**src/rtl/ibex_defines.sv**
```systemverilog
// Shared M-extension types: multdiv operator encoding and the sequencer state set.
package ibex_defines;

  typedef enum logic [1:0] {
    MD_OP_MULL = 2'd0,
    MD_OP_MULH = 2'd1,
    MD_OP_DIV  = 2'd2,
    MD_OP_REM  = 2'd3
  } md_op_e;

  typedef enum logic [1:0] {
    IDLE  = 2'd0,
    RUN   = 2'd1,
    DRAIN = 2'd2,
    RESP  = 2'd3
  } msq_state_e;

  // One complete operation; doubles as the result-cache key.
  typedef struct packed {
    md_op_e      op;
    logic [1:0]  signed_mode;
    logic [31:0] operand_a;
    logic [31:0] operand_b;
  } md_req_t;

  function automatic logic is_mult(input md_op_e op);
    return (op == MD_OP_MULL) || (op == MD_OP_MULH);
  endfunction

endpackage

```
**src/rtl/ibex_multdiv_seq.sv**
```systemverilog
// Sequencer between ID and the multi-cycle multdiv: request/response handshakes,
// flush handling, cycle watchdog, one-entry result cache and stall pulse.
module ibex_multdiv_seq
  import ibex_defines::*;
#(
  parameter bit          RV32M       = 1'b1,
  parameter int unsigned MaxCycles   = 40,
  parameter bit          ResultCache = 1'b1
) (
  input  logic        clk_i,
  input  logic        rst_ni,
  input  logic        req_valid_i,
  output logic        req_ready_o,
  input  md_op_e      req_op_i,
  input  logic [1:0]  req_signed_mode_i,
  input  logic [31:0] req_operand_a_i,
  input  logic [31:0] req_operand_b_i,
  input  logic        flush_i,
  output logic        md_mult_en_o,
  output logic        md_div_en_o,
  output md_op_e      md_operator_o,
  output logic [1:0]  md_signed_mode_o,
  output logic [31:0] md_operand_a_o,
  output logic [31:0] md_operand_b_o,
  input  logic        md_valid_i,
  input  logic [31:0] md_result_i,
  output logic        rsp_valid_o,
  input  logic        rsp_ready_i,
  output logic [31:0] rsp_result_o,
  output logic        rsp_err_o,
  output logic        busy_o,
  output logic        perf_stall_o
);

  localparam int unsigned     CntW   = $clog2(MaxCycles + 1);
  localparam logic [CntW-1:0] CntMax = CntW'(MaxCycles);

  msq_state_e      state, state_next;
  md_req_t         req_now, req_q, cache_key;
  logic            cache_vld;
  logic [31:0]     cache_res, result_q;
  logic            err_q, stall_q;
  logic [CntW-1:0] cnt, cnt_inc;
  logic            accept, hit, done, expire;

  assign req_now = '{op:          req_op_i,
                     signed_mode: req_signed_mode_i,
                     operand_a:   req_operand_a_i,
                     operand_b:   req_operand_b_i};

  assign accept  = (state == IDLE) & req_valid_i & ~flush_i;
  assign hit     = ResultCache & RV32M & cache_vld & (cache_key == req_now);
  assign cnt_inc = (cnt == CntMax) ? cnt : cnt + 1'b1;
  // flush_i outranks both completion and watchdog expiry.
  assign done    = (state == RUN) & md_valid_i & ~flush_i;
  assign expire  = (state == RUN) & ~md_valid_i & ~flush_i & (cnt_inc == CntMax);

  // State register
  always_ff @(posedge clk_i or negedge rst_ni) begin
    if (!rst_ni) begin
      state <= IDLE;
    end else begin
      state <= state_next;
    end
  end

  // Next-state logic
  always_comb begin
    state_next = state;
    unique case (state)
      IDLE: begin
        if (accept) begin
          state_next = (!RV32M || hit) ? RESP : RUN;
        end
      end
      RUN: begin
        if (flush_i || expire) begin
          state_next = DRAIN;
        end else if (md_valid_i) begin
          state_next = RESP;
        end
      end
      // err_q is only set here by a watchdog expiry; a flushed RUN leaves it clear.
      DRAIN: state_next = (err_q && !flush_i) ? RESP : IDLE;
      RESP: begin
        if (flush_i || rsp_ready_i) begin
          state_next = IDLE;
        end
      end
      default: state_next = IDLE;
    endcase
  end

  // Output logic
  always_comb begin
    req_ready_o  = 1'b0;
    md_mult_en_o = 1'b0;
    md_div_en_o  = 1'b0;
    rsp_valid_o  = 1'b0;
    unique case (state)
      IDLE: req_ready_o = ~flush_i;
      RUN: begin
        md_mult_en_o = RV32M & is_mult(req_q.op);
        md_div_en_o  = RV32M & ~is_mult(req_q.op);
      end
      RESP:    rsp_valid_o = 1'b1;
      default: ;
    endcase
  end

  assign busy_o           = (state != IDLE);
  assign rsp_result_o     = (state == RESP) ? result_q : 32'h0;
  assign rsp_err_o        = (state == RESP) & err_q;
  assign perf_stall_o     = stall_q;
  assign md_operator_o    = req_q.op;
  assign md_signed_mode_o = req_q.signed_mode;
  assign md_operand_a_o   = req_q.operand_a;
  assign md_operand_b_o   = req_q.operand_b;

  // Operand latch, counter, result and cache
  always_ff @(posedge clk_i or negedge rst_ni) begin
    if (!rst_ni) begin
      req_q     <= '0;
      cnt       <= '0;
      result_q  <= '0;
      err_q     <= 1'b0;
      stall_q   <= 1'b0;
      cache_vld <= 1'b0;
      cache_key <= '0;
      cache_res <= '0;
    end else begin
      // Registered so the pulse has no combinational path from md_valid_i.
      stall_q <= (state == RUN) & ~md_valid_i;
      if (accept) begin
        req_q <= req_now;
        cnt   <= '0;
        if (!RV32M) begin
          result_q <= '0;
          err_q    <= 1'b1;
        end else if (hit) begin
          result_q <= cache_res;
          err_q    <= 1'b0;
        end else begin
          result_q <= '0;
          err_q    <= 1'b0;
        end
      end else if (state == RUN) begin
        cnt <= cnt_inc;
        if (done) begin
          result_q <= md_result_i;
          if (ResultCache) begin
            cache_vld <= 1'b1;
            cache_key <= req_q;
            cache_res <= md_result_i;
          end
        end else if (expire) begin
          result_q <= '0;
          err_q    <= 1'b1;
        end
      end
    end
  end

endmodule

```
**config.mk**
```make
export PLATFORM = sky130hd
export DESIGN_NAME = ibex_multdiv_seq
export DESIGN_NICKNAME = d
export VERILOG_FILES = /design/src/rtl/ibex_defines.sv /design/src/rtl/ibex_multdiv_seq.sv
export SDC_FILE = /design/constraint.sdc
export NUM_CORES = 1
export LEC_CHECK = 0
export CAP_MARGIN = 20
export CELL_PAD_IN_SITES_DETAIL_PLACEMENT = 0
export CELL_PAD_IN_SITES_GLOBAL_PLACEMENT = 1
export CORE_MARGIN = 2
export CORE_UTILIZATION = 41
export CTS_CLUSTER_DIAMETER = 200
export DETAILED_ROUTE_END_ITERATION = 8
export PLACE_DENSITY_LB_ADDON = 0.1
export SYNTH_ARGS = -nofsm -noshare
export SYNTH_HDL_FRONTEND = slang
export SYNTH_SLANG_ARGS = --single-unit
```
**constraint.sdc**
```tcl
create_clock -name clk_i -period 2.3 [get_ports clk_i]
set_input_delay 0.69 -clock clk_i [delete_from_list [all_inputs] [get_ports clk_i]]
set_output_delay 0.69 -clock clk_i [all_outputs]
set_load 0.005 [all_outputs]
```
### Yosys cells after proc, flatten, opt, wreduce, memory -nomap -nowiden

Index checks and enable logic that the tools add are counted.

* add/subtract/negate cells: 1
* eq/ne operators: 11
* muxes and demuxes: 24
* bitwise logic cells: 13
* reduce and logical (&&, ||, !) cells: 15

Operators by type and width (number)
* $mux W32: 6
* $eq A68 B68 Y1: 1
* $mux W6: 3
* $eq A6 B6 Y1 const B: 2
* $mux W2: 6
* $and A1 B1 Y1: 9
* $reduce_and A3 Y1: 3
* $mux W1: 8
* $pmux W2 S4: 1
* $add A6 B1 Y6 const B: 1
* $ne A2 B2 Y1 const B: 3
* $reduce_bool A2 Y1: 3
* $eq A2 B1 Y1 const B: 2
* $eq A2 B2 Y1 const B: 2
* $logic_not A2 Y1: 2
* $not A1 Y1: 4
* $logic_or A1 B1 Y1: 3
* $ne A3 B2 Y1 const B: 1
* $reduce_bool A3 Y1: 1
* $reduce_and A2 Y1: 1
* $logic_and A1 B1 Y1: 1
* $logic_not A1 Y1: 1

* bits in registers: 211
* output and inout bits: 107
* logic and storage cells: 79

### Depth between registers and ports, before layout

* depth in word-level cells: 8
* gate-level depth with buffers: 9
* mapped depth without buffers: 8

### Worst setup path before layout

OpenSTA, ideal clock, no wires.

* path kind: input to register
* from: input req_operand_b_i[20]
* to: register result_q[10]
* library setup time: 0.079 ns
* data arrival time: 2.203 ns
* required time: 2.221 ns
* path slack: 0.017 ns
* stages: 7
* cells stage by stage: and2b_1 -> a2111oi_0 -> nand4_1 -> nor4_4 -> buf_6 -> nand3_1 -> a2bb2oi_1

* cells in the longest elaborated chain, start to end: 4

Ends and longest elaborated chain
* start, declared: line ibex_multdiv_seq.sv:17 `input logic [31:0] req_operand_b_i,`
* $eq A68 B68 Y1: line ibex_multdiv_seq.sv:52 `assign hit = ResultCache & RV32M & cache_vld & (cache_key == req_now);`
* $and A1 B1 Y1: line ibex_multdiv_seq.sv:52
* $mux W32: line ibex_multdiv_seq.sv:140 `end else if (hit) begin`
* $mux W32: line ibex_multdiv_seq.sv:134 `if (accept) begin`
* end signal, assigned: line ibex_multdiv_seq.sv:141 `result_q <= cache_res;`
* end signal, assigned: line ibex_multdiv_seq.sv:150 `result_q <= md_result_i;`
* end, declared: line ibex_multdiv_seq.sv:41 `logic [31:0] cache_res, result_q;`

No other way between the ends.
A chain may end at the register's enable or synchronous reset.

### Final worst setup path

* from: register state[0]
* to: output rsp_result_o[1]

* cells in the longest elaborated chain, start to end: 2

Ends and longest elaborated chain
* start, declared: line ibex_multdiv_seq.sv:38 `msq_state_e state, state_next;`
* start signal, assigned: line ibex_multdiv_seq.sv:63 `state <= state_next;`
* $eq A2 B2 Y1: line ibex_multdiv_seq.sv:112 `assign rsp_result_o = (state == RESP) ? result_q : 32'h0;`
* $mux W32: line ibex_multdiv_seq.sv:112
* end, declared: line ibex_multdiv_seq.sv:29 `output logic [31:0] rsp_result_o,`

No other way between the ends.

==> run metrics <==
crit path buf inv count=4; mapped cell area=9642 um2; crit path DAT=1.69 ns; synth cell count leaders=dfrtp_1, mux2_2, nand3_1; synth unique cells=43; Initial Util=0.4145; CP Depth=5; Area Growth Syn to Fin=51.62%; crit path cell chain=buf_6 > buf_16 > buf_6 > and3_4 > buf_6; largest cells by area after synthesis=dfrtp_1, mux2_2, xor2_1; failing checks=setup timing; Slew @ Worst Pin=0.4614 ns; initial antenna violation count=3; VDD IR max=0.7775 mV; CP max FO=8; # IOs=213; Tmin final=2.378 ns; DR WL/cell=20.96 um; RSZ-0062 raised after global routing=true; Syn. warnings=0; pin count of the biggest net entering global routing=53; Worst Skew=0.01029 ns; CTS tree=done; CTS root buf=clkbuf_16; Setup WS pre-CTS=-1.079 ns; layout cells sized above 1=0.4350; crit path kind=reg2out; vias per cell=5.367; routability congestion estimate=0.7729; total vias in the final route=7460; row cnt=56; later-pin clock latency in the skew report=0.51 ns; DRT iter0 DRCs=415; Slowest cell on crit path=dfrtp_2; Critical Path Start Type=register; Fillers=1829; Reg2Reg Depth=9; top cell type by total area after synthesis=dfrtp_1; Synth Net Count=869; PD cells=1214 nW/um2; Final ANT Viol Nets=0; drc violations=0; worst-case clock buffer depth=3; Post-synth EDFFs=0; vias in the first global route=8116; FF+latch count, synth=211; Detailed Place HPWL=18470 um; maxcap violations=0; Slew Limit Fails=0; count leader, synth=dfrtp_1; Max Clk Rate=0.4205 GHz; Synth Area per Inst=12.67 um2; DRT Wirelength=29140 um; Crit path max-delay family=buffers and inverters; CTS Buf Count=24; die area=24760 um2; area of all sequential standard cells=5283 um2; total core area=23260 um2; H-tree Lvls=1; final hold violation count=0; Post-Syn Instances=761; GRT Total Usage=0.2318; Hold Path Class=in2async; P_leak=6.399 nW; Critical Path RT=1.61 ns; sequential element share of the synthesized area=0.5476; Setup Viol. Count Final=4; Worst path most repeated cell=buf_6; period utilisation layout=1.034; Die Ht=157.4 um; CP max stage delay=0.49 ns; setup ws final=-0.07817 ns; Synth async-reset ratio=1.000; final-stage net count=1162; status=complete, but fails checks; CP endpoint kind=output port; Synth Flop Type=dfrtp_1; multi-input logic area=4898 um2; Worst-path clk slew=0.06 ns; grt ovf=0; Synth top area share=0.5476; first-pass GRT wire length=44800 um; detailed-routing iteration count for the pre-antenna-repair pass=4; hold_buf cts=0; clock sink total=211; port buffer count=212; Die Width=157.4 um; setup TNS=-0.1835 ns; max_slew headroom=0.6924
-- logic make-up after synthesis --
kind of cell             after synthesis  synth area share
AO/OA/AOI/OAI                        105           0.08435
XOR/XNOR                              38           0.03452
AND/OR/NAND/NOR                      176            0.1077
buffers and inverters                 65           0.03179
adder cells (fa/ha/maj)                2          0.002595
multiplexers                         164            0.1914
flip-flops                           211            0.5476
-- timing repair --
item	4_1_cts	5_1_grt
buffers inserted	31	9
resized for setup	266	142
endpoints found under the setup margin	71	70
pin swaps	38	55
hold endpoints to repair	0	0
gates cloned	11	1
-- per-layer routing --
metal,GRT usage,share of wire
met5,0,0.00041
met1,0.3036,0.42
met2,0.3864,0.50
met4,0.07273,0.025
met3,0.04873,0.057
-- path summary, 6_finish.rpt --
path / endpoint / slack [ns] / startpoint
min reg2reg: cache_vld / 0.51 / cache_vld
max: rsp_result_o[1] / -0.08 / state[0]
max in group asynchronous: cache_res[23] / 1.49 / rst_ni
max reg2reg: result_q[28] / 0 / cache_key[13]
min in group clk_i: md_operand_b_o[20] / 0.46 / req_operand_b_i[20]
min: cache_key[34] / 0.14 / rst_ni
-- layout make-up --
| cell class | instances | share of cell area |
|---|---|---|
| multi-input cells | 485 | 0.3351 |
| inverters | 16 | 0.004108 |
| flip-flops and latches | 211 | 0.3613 |
| well taps | 319 | 0.02730 |
| diodes | 2 | 0.0003423 |
| clock buffers | 37 | 0.04930 |
| clock inverters | 4 | 0.003081 |
| repair buffers | 316 | 0.2194 |
-- report_power, final --
part           internal, W  switching (W)
clock network      0.00225        0.00149
registers          0.00556        0.00150
logic              0.00438        0.00256
-- worst register-to-register path, cell delays in order (launching register included) --
cell and delay [ns]:
dfrtp_1 0.39, nand2b_1 0.18, o2111ai_2 0.16, or4_4 0.53, nor4_4 0.29, buf_6 0.17, buf_12 0.13, buf_16 0.16
nand3_2 0.09, a2bb2oi_1 0.15
-- cells in the final DEF, fill, tap and decap left out, drive strengths merged, types with 3 or more instances in the layout --
| cell | instances |
|---|---|
| a2111oi | 9 |
| a21oi | 4 |
| a22oi | 32 |
| a2bb2oi | 32 |
| and2b | 4 |
| and3 | 35 |
| buf | 127 |
| clkbuf | 54 |
| clkdlybuf4s15 | 6 |
| clkdlybuf4s50 | 114 |
| clkinv | 3 |
| dfrtp | 211 |
| dlygate4sd2 | 46 |
| dlymetal6s2s | 6 |
| inv | 16 |
| mux2 | 163 |
| nand2 | 14 |
| nand2b | 18 |
| nand3 | 38 |
| nand4 | 6 |
| nor2 | 12 |
| nor2b | 25 |
| nor4 | 11 |
| o2111a | 3 |
| o21ai | 13 |
| xnor2 | 4 |
| xor2 | 34 |
-- stage by stage --
stage               total power (W)  instance area [um2]  utilization  cells  hold WS [ns]
global placement            0.01241                12590       0.5410   1303        0.4508
detailed placement          0.01268                12590       0.5410   1303        0.4724
CTS                         0.01738                14120       0.6069   1386        0.1478
floorplan                  0.009558                 9642            -    761        0.3944
finish                      0.01774                14620       0.6284   1390        0.1439
global route                0.01873                14620       0.6283   1389        0.1682
-- sequential cells by signal (all words and copies together), names as in the netlist --
register          flops
md_operator_o         2
md_signed_mode_o      2
md_operand_a_o       32
cnt                   6
perf_stall_o          1
result_q             32
cache_key            68
cache_res            32
md_operand_b_o       32
state                 2
err_q                 1
cache_vld             1
No activity file was read; power rests on OpenSTA's default activity.
